[config.mk]
export PLATFORM = sky130hd
export DESIGN_NAME = id_hazard_ctrl
export DESIGN_NICKNAME = d
export VERILOG_FILES = /design/src/rtl/id_hazard_ctrl_pkg.sv /design/src/rtl/id_hazard_ctrl_scoreboard.sv /design/src/rtl/id_hazard_ctrl.sv
export SDC_FILE = /design/constraint.sdc
export NUM_CORES = 1
export LEC_CHECK = 0
export CAP_MARGIN = 20
export CORE_UTILIZATION = 55
export DETAILED_ROUTE_END_ITERATION = 7
export PLACE_DENSITY = 0.84
export SKIP_LAST_GASP = 1
export SYNTH_ARGS = -nofsm -noshare
export SYNTH_HDL_FRONTEND = slang
export SYNTH_HIERARCHICAL = 1
export SYNTH_SLANG_ARGS = --single-unit
[constraint.sdc]
create_clock -name clk -period 6.43 [get_ports clk]
set_input_delay 0.9645 -clock clk [delete_from_list [all_inputs] [get_ports clk]]
set_output_delay 0.9645 -clock clk [all_outputs]
set_load 0.03 [all_outputs]
[src/rtl/id_hazard_ctrl_pkg.sv]
// rtl/id_hazard_ctrl_pkg.sv - opcodes, FSM state type and decode helpers for the ID hazard controller
package id_hazard_ctrl_pkg;

    localparam logic [5:0] OP_ADD  = 6'h00;
    localparam logic [5:0] OP_ADDI = 6'h01;
    localparam logic [5:0] OP_SUB  = 6'h02;
    localparam logic [5:0] OP_SUBI = 6'h03;
    localparam logic [5:0] OP_AND  = 6'h04;
    localparam logic [5:0] OP_ANDI = 6'h05;
    localparam logic [5:0] OP_OR   = 6'h06;
    localparam logic [5:0] OP_ORI  = 6'h07;
    localparam logic [5:0] OP_XOR  = 6'h08;
    localparam logic [5:0] OP_XORI = 6'h09;
    localparam logic [5:0] OP_SLT  = 6'h0A;
    localparam logic [5:0] OP_SLTI = 6'h0B;
    localparam logic [5:0] OP_LDW  = 6'h0C;
    localparam logic [5:0] OP_STW  = 6'h0D;
    localparam logic [5:0] OP_BZ   = 6'h0E;
    localparam logic [5:0] OP_BEQ  = 6'h0F;
    localparam logic [5:0] OP_JR   = 6'h10;
    localparam logic [5:0] OP_HALT = 6'h11;

    typedef enum logic [1:0] {
        ST_RUN    = 2'd0,
        ST_FLUSH  = 2'd1,
        ST_DRAIN  = 2'd2,
        ST_HALTED = 2'd3
    } state_t;

    function automatic logic is_rtype(input logic [5:0] op);
        return (op <= OP_SLT) && !op[0];
    endfunction

    function automatic logic is_itype(input logic [5:0] op);
        return ((op <= OP_SLTI) && op[0]) || (op == OP_LDW);
    endfunction

    // Destination register, 0 when the instruction writes nothing.
    function automatic logic [4:0] dst_of(input logic [31:0] inst);
        logic [5:0] op;
        op = inst[31:26];
        if (is_rtype(op))      return inst[15:11];
        else if (is_itype(op)) return inst[20:16];
        else                   return 5'd0;
    endfunction

    // One-hot OR of source registers; r0 is masked because it can never be pending.
    function automatic logic [31:0] src_mask(input logic [31:0] inst);
        logic [5:0]  op;
        logic [31:0] w_rs;
        logic [31:0] w_rt;
        logic [31:0] w_m;
        op   = inst[31:26];
        w_rs = 32'h1 << inst[25:21];
        w_rt = 32'h1 << inst[20:16];
        if (is_rtype(op) || op == OP_STW || op == OP_BEQ)
            w_m = w_rs | w_rt;
        else if (is_itype(op) || op == OP_BZ || op == OP_JR)
            w_m = w_rs;
        else
            w_m = 32'h0;
        return w_m & ~32'h1;
    endfunction

endpackage

[src/rtl/id_hazard_ctrl_scoreboard.sv]
// rtl/id_hazard_ctrl_scoreboard.sv - per-register pending-write scoreboard with RAW hazard detect
module hazard_scoreboard
    import id_hazard_ctrl_pkg::*;
(
    input  logic        clk,
    input  logic        reset,
    input  logic        i_set_en,
    input  logic [4:0]  i_set_addr,
    input  logic        i_clr_en,
    input  logic [4:0]  i_clr_addr,
    input  logic [31:0] i_src_mask,
    output logic        o_hazard,
    output logic        o_empty
);

    logic [31:0] r_pend;
    logic [31:0] w_set;
    logic [31:0] w_clr;

    assign w_set = i_set_en ? (32'h1 << i_set_addr) : 32'h0;
    assign w_clr = i_clr_en ? (32'h1 << i_clr_addr) : 32'h0;

    // Set is applied after clear so a same-cycle issue keeps the register pending.
    always_ff @(posedge clk or negedge reset) begin
        if (!reset)
            r_pend <= 32'h0;
        else
            r_pend <= ((r_pend & ~w_clr) | w_set) & ~32'h1;
    end

    // Hazard looks only at the registered bits: no write-back bypass.
    assign o_hazard = |(r_pend & i_src_mask);
    assign o_empty  = (r_pend == 32'h0);

endmodule

[src/rtl/id_hazard_ctrl.sv]
// rtl/id_hazard_ctrl.sv - IF/ID issue control: RAW stalls, branch flush, HALT drain
module id_hazard_ctrl
    import id_hazard_ctrl_pkg::*;
#(
    parameter int BR_PENALTY = 2,
    parameter int CNT_W      = 16
) (
    input  logic             clk,
    input  logic             reset,
    input  logic [31:0]      inst_id,
    input  logic             inst_valid,
    input  logic             br_taken_ex,
    input  logic             wb_we,
    input  logic [4:0]       wb_addr,
    output logic             issue,
    output logic             pc_en,
    output logic             id_en,
    output logic             id_bubble,
    output logic             flush_if,
    output logic             halted,
    output logic [CNT_W-1:0] stall_cnt
);

    localparam logic [2:0] FLUSH_INIT = 3'(BR_PENALTY - 1);

    state_t           r_state;
    logic [2:0]       r_flush_cnt;
    logic [CNT_W-1:0] r_stall_cnt;
    logic             r_halted;

    logic [4:0]  w_dst;
    logic [31:0] w_src;
    logic        w_is_halt;
    logic        w_hazard;
    logic        w_empty;
    logic        w_run;
    logic        w_stall;
    logic        w_issue;

    assign w_dst     = dst_of(inst_id);
    assign w_src     = src_mask(inst_id);
    assign w_is_halt = (inst_id[31:26] == OP_HALT);

    assign w_run   = (r_state == ST_RUN);
    assign w_stall = w_run & inst_valid & w_hazard;
    // A taken branch kills the wrong-path instruction sitting in ID.
    assign w_issue = w_run & inst_valid & !w_hazard & !br_taken_ex;

    hazard_scoreboard u_sb (
        .clk        (clk),
        .reset      (reset),
        .i_set_en   (w_issue && (w_dst != 5'd0)),
        .i_set_addr (w_dst),
        .i_clr_en   (wb_we),
        .i_clr_addr (wb_addr),
        .i_src_mask (w_src),
        .o_hazard   (w_hazard),
        .o_empty    (w_empty)
    );

    always_ff @(posedge clk or negedge reset) begin
        if (!reset) begin
            r_state     <= ST_RUN;
            r_flush_cnt <= 3'd0;
            r_stall_cnt <= '0;
            r_halted    <= 1'b0;
        end else begin
            if (w_stall && r_stall_cnt != {CNT_W{1'b1}})
                r_stall_cnt <= r_stall_cnt + 1'b1;
            case (r_state)
                ST_RUN: begin
                    if (br_taken_ex) begin
                        r_state     <= ST_FLUSH;
                        r_flush_cnt <= FLUSH_INIT;
                    end else if (w_issue && w_is_halt) begin
                        r_state <= ST_DRAIN;
                    end
                end
                ST_FLUSH: begin
                    if (br_taken_ex)
                        r_flush_cnt <= FLUSH_INIT;
                    else if (r_flush_cnt == 3'd0)
                        r_state <= ST_RUN;
                    else
                        r_flush_cnt <= r_flush_cnt - 3'd1;
                end
                ST_DRAIN: begin
                    if (w_empty) begin
                        r_state  <= ST_HALTED;
                        r_halted <= 1'b1;
                    end
                end
                default: begin
                    r_state  <= ST_HALTED;
                    r_halted <= 1'b1;
                end
            endcase
        end
    end

    assign issue     = w_issue;
    assign pc_en     = (w_run & !(inst_valid & w_hazard)) | (r_state == ST_FLUSH);
    assign id_en     = pc_en;
    assign id_bubble = !w_issue;
    assign flush_if  = (r_state == ST_FLUSH);
    assign halted    = r_halted;
    assign stall_cnt = r_stall_cnt;

endmodule

==> impl_metrics.yaml, run 1 <==
status:
  outcome: "completed"
finish:
  fillerInstances: 462
  fin_cells: 497
  diodes: 0
  fin_area_um2: 3950
  drive_above_1_share: 0.0635
  multi_input_area_um2: 1880
  final_nets: 469
  final-seq-area_um2: 1330
  area_growth_syn_to_layout_pct: 21.2
clock_tree:
  cts_hold_buf: 0
  cts_resized: 0
  cts_setup_buffers: 0
  cts_buffers: 5
  clk_pin_slew_ns: 0.09
  clock_latency_ns: 0.30
  htree_levels: 2
  cts_tree: "yes"
  cts.path.max_buffers: 2
  cts_root_buf: "clkbuf_8"
  clock-sinks: 53
die:
  die_width_um: 79.0
  die_h_um: 79.0
  rows: 27
  coreArea_um2: 5610
  initial_core_util: 0.581
  io_pins: 64
  die-area_um2: 6240
grt:
  met3_usage: 0.0678
  met2_usage: 0.499
  grt_pass1_vias: 3144
  antenna_found_initial: 0
  grt_max_degree: 54
  grt_overflow_total: 0
  grt-busiest-layer: "met2"
  grt_pass1_wl_mm: 15.5
  grtUsageTotal: 0.319
  met1_usage: 0.440
critical_path:
  cp_top_family: "simple AND/OR/NAND/NOR gates"
  crit_path_cell_trace: "clkdlybuf4s50_1, or4_1, a21oi_2, nand3_1, o22ai_1, a22oi_1, nand3_1, or4_1, nor2_1, and4_1, inv_1, clkdlybuf4s50_1"
  crit_fanout: 12
  start_kind: "primary input"
  slowest_stage: "clkdlybuf4s50_1"
  max_stage_delay_ns: 0.68
  critPathBufInv: 3
  arrival_ns: 4.72
  critical_path_required_ns: 5.47
  end_kind: "primary output"
  crit_type: "primary input to primary output"
pwr:
  peakVddDrop_v: 0.000131
  cellLeakagePower_uw: 0.00155
  powerDensity_nw_per_um2: 153
place:
  dp.final_hpwl_mm: 6.95
  portBuffers: 52
  post-place-cells: 489
  post_dp_cell_area_um2: 3850
  gp_congestion: 1.03
sta:
  min_period_ns: 5.68
  rsz0062_at_grt: "no"
  slew_headroom: 0.510
  finalSetupViolCount: 0
  skew_ns: 0.0100
  period_share: 0.883
  tightest_slew_ns: 0.724
  hold_ws_ns: 0.477
  slew_viol_final: 0
  hold_viol_final: 0
  fmax_ghz: 0.176
  tns_ns: 0
drt:
  drt_iter0_markers: 331
  drt-pass1-iter-count: 5
  viasPerCell: 6.89
  ant_nets: 0
  wl_per_cell_um: 18.7
  finalWirelength_mm: 9.28
  drc_errors: 0
  via_count: 3425
yosys:
  yosys_warnings: 6
  synth_area_per_cell_um2: 8.86
  syn_nets: 413
  netlist_area_um2: 3260
  syn_inst: 368
flow_run:
  drv_cap: 0
min_path:
  hold_path_class: "flip-flop to flip-flop"
worst reg2reg max path, cell delays in order, from the launching register on:
cell and delay, ns:
dfrtp_1 0.41, a22o_1 0.22, a221oi_2 0.17, nand3_1 0.10, or4_1 0.62, nor2_1 0.12
and4_1 0.24, inv_1 0.08, a21oi_1 0.40, nor2b_1 0.38, nand3_1 0.25, o21ai_0 0.24
routing by layer:
layer / vias to the layer above / share of wire
li1: 1554 / -
met1: 1597 / 0.40
met2: 232 / 0.46
met3: 42 / 0.11
met4: 0 / 0.032
met5: - / 0
cell type report:
type | instances | share of cell area
Sequential cell | 53 | 0.336
Multi-Input combinational cell | 303 | 0.476
Clock buffer | 7 | 0.0244
Tap cell | 72 | 0.0228
Timing Repair Buffer | 53 | 0.132
Inverter | 8 | 0.00760
Clock inverter | 1 | 0.00127
through the flow:
| step | setup slack [ns] | util | power [µW] |
|---|---|---|---|
| final | 0.750 | 0.705 | 603 |
| after global routing | 0.537 | 0.705 | 631 |
| after CTS | 0.853 | 0.705 | 607 |
| after detailed placement | 0.860 | 0.687 | 407 |
| after global placement | 0.867 | 0.687 | 406 |
| after floorplan | 2.00 | - | 366 |
cell usage in the layout (no fill, tap or decap), types with 2 or more instances in the layout:
master,count
nand3_1,17
xor2_1,6
clkdlybuf4s50_1,51
dfrtp_1,53
a21oi_1,9
and2_1,2
nand4_1,11
a22o_1,6
and3_1,4
nor2b_1,6
or2_2,6
or4_1,3
a41oi_1,2
nor2_1,18
mux2_2,2
xnor2_1,3
nand3b_1,8
a22oi_1,12
inv_1,8
nor4_1,11
ha_1,3
or3b_2,2
nand2_1,26
o22ai_1,32
nand4b_1,2
nor3_1,4
nand2b_1,10
clkbuf_8,7
a21boi_0,3
and4_1,2
o21ai_0,68
state kept, by name, indices dropped and copies added, names as in the netlist:
name,count
halted,1
r_state,2
u_sb/r_pend,31
stall_cnt,16
r_flush_cnt,3
where the power goes:
group	leakage, µW	internal (µW)	switching [µW]	total (µW)
Sequential	0.000704	333	0	333
Clock	0.0000542	97.4	103	200
Combinational	0.000789	28.3	41.6	69.9
Total	0.00155	459	144	603
worst paths after layout:
kind,depth (start not counted),slack (ns),to,startpoint
min in group asynchronous,2,0.75,u_sb/r_pend[8],reset
min,1,0.48,halted,halted
max,12,0.75,id_bubble,inst_id[26]
max reg2reg,11,3.12,u_sb/r_pend[7],u_sb/r_pend[2]
min reg2reg,1,0.48,halted,halted
max in group asynchronous,2,5.22,u_sb/r_pend[22],reset
Power figures use the tool's default switching activity.
==> inputs of run 2 (changes only) <==
--- a/config.mk
+++ b/config.mk
@@ -6,9 +6,9 @@
 export NUM_CORES = 1
 export LEC_CHECK = 0
 export CAP_MARGIN = 20
-export CORE_UTILIZATION = 55
+export CORE_UTILIZATION = 45
 export DETAILED_ROUTE_END_ITERATION = 7
-export PLACE_DENSITY = 0.84
+export PLACE_DENSITY = 0.71
 export SKIP_LAST_GASP = 1
 export SYNTH_ARGS = -nofsm -noshare
 export SYNTH_HDL_FRONTEND = slang
==> impl_metrics.yaml, run 2 (same netlist as run 1, synthesis figures left out) <==
critical_path:
  end_kind: "primary output"
  crit_type: "primary input to primary output"
  r2r_slack_ns: 3.18
  crit_fanout: 12
  arrival_ns: 4.74
  critical_path_required_ns: 5.47
  r2r_cells: 11
  reg2reg_from: "u_sb/r_pend[2]"
  reg2reg_to: "u_sb/r_pend[3]"
  start_kind: "primary input"
finish:
  diodes: 0
  final_nets: 469
  area_growth_syn_to_layout_pct: 21.3
  drive_above_1_share: 0.0591
  regMostFlops: "u_sb/r_pend"
  layout_commonest_cell: "o21ai_0"
  largest_reg_flops: 31
  fillerInstances: 644
  final_cell_mix: "o21ai_0 (68), dfrtp_1 (53), clkdlybuf4s50_1 (51)"
grt:
  grt_max_degree: 54
  grt_overflow_total: 0
  grtUsageTotal: 0.263
  grt_pass1_wl_mm: 15.4
  antenna_found_initial: 0
  grt_pass1_vias: 3073
pwr:
  powerDensity_nw_per_um2: 146
  peakVddDrop_v: 0.000122
  cellLeakagePower_uw: 0.00153
clock_tree:
  clock-sinks: 53
  clk_pin_slew_ns: 0.09
  cts.path.max_buffers: 2
  cts_hold_buf: 0
  cts_resized: 0
  htree_levels: 2
  cts_buffers: 5
  cts_setup_buffers: 0
  cts_root_buf: "clkbuf_8"
  cts_tree: "yes"
  clock_latency_ns: 0.30
status:
  outcome: "completed"
drt:
  via_count: 3320
  drt-pass1-iter-count: 7
  wl_per_cell_um: 18.5
  finalWirelength_mm: 9.59
  drc_errors: 0
  drt_iter0_markers: 209
  viasPerCell: 6.40
  ant_nets: 0
sta:
  fmax_ghz: 0.175
  tightest_slew_ns: 0.720
  slew_viol_final: 0
  skew_ns: 0.00742
  period_share: 0.888
  finalSetupViolCount: 0
  hold_ws_ns: 0.511
  hold_viol_final: 0
  rsz0062_at_grt: "no"
  tns_ns: 0
  slew_headroom: 0.513
  min_period_ns: 5.71
flow_run:
  drv_cap: 0
die:
  coreArea_um2: 6910
  rows: 30
  io_pins: 64
  die_h_um: 87.1
  die_width_um: 87.1
  initial_core_util: 0.472
  die-area_um2: 7590
place:
  dp.final_hpwl_mm: 7.35
  portBuffers: 52
  gp_congestion: 1.02
min_path:
  hp-start: "halted"
  hold_path_class: "flip-flop to flip-flop"
  min_path_cells: 1
  hold_end: "halted"
==> run 2: how the worst max path moves through the flow <==
stage	slack (ns)	to	start
2_1_floorplan	2.00	pc_en	inst_id[26]
3_5_place_dp	0.74	id_bubble	inst_id[26]
4_1_cts	0.73	id_bubble	inst_id[26]
5_1_grt	0.53	id_bubble	inst_id[28]
3_3_place_gp	0.78	id_bubble	inst_id[26]
6_report	0.72	id_bubble	inst_id[26]
==> run 2: power breakdown <==
part	switching (µW)	internal, µW	leakage [µW]	total [µW]
clock network	101	71.9	0.0000399	173
logic	41.1	28.3	0.000789	69.4
registers	0	333	0.000704	333
==> run 2: metrics by stage <==
| stage | utilization | area [µm²] | power [µW] | setup WS [ns] | std cells |
|---|---|---|---|---|---|
| 6_report | 0.572 | 3950 | 575 | 0.721 | 519 |
| 2_1_floorplan | - | 3260 | 366 | 2.00 | 368 |
| 4_1_cts | 0.572 | 3950 | 583 | 0.731 | 519 |
| 3_5_place_dp | 0.562 | 3880 | 408 | 0.745 | 513 |
| 5_1_grt | 0.572 | 3950 | 601 | 0.534 | 519 |
| 3_3_place_gp | 0.562 | 3880 | 408 | 0.777 | 513 |
==> run 2: layout make-up <==
| cell class | instances | area, µm² | area share |
|---|---|---|---|
| multi-input cells | 303 | 1880 | 0.476 |
| flip-flops and latches | 53 | 1330 | 0.335 |
| repair buffers | 53 | 523 | 0.132 |
| well taps | 96 | 120 | 0.0304 |
| clock buffers | 5 | 68.8 | 0.0174 |
| inverters | 8 | 30.0 | 0.00759 |
| clock inverters | 1 | 5.00 | 0.00127 |
==> run 2: routing by layer <==
metal	global-route usage	up-vias	share of wire
met5	0	-	0
met3	0.0445	28	0.079
met4	0.0924	0	0.029
met2	0.417	160	0.45
met1	0.365	1574	0.44
li1	-	1558	-
==> run 2: worst max-delay path, cell delays in order <==
cell	delay, ns
clkdlybuf4s50_1	0.50
or4_1	0.58
a21oi_2	0.51
nand3_1	0.37
o22ai_1	0.34
a22oi_1	0.11
nand4_1	0.10
or4_1	0.20
nor2_1	0.05
and4_1	0.21
inv_1	0.12
clkdlybuf4s50_1	0.69
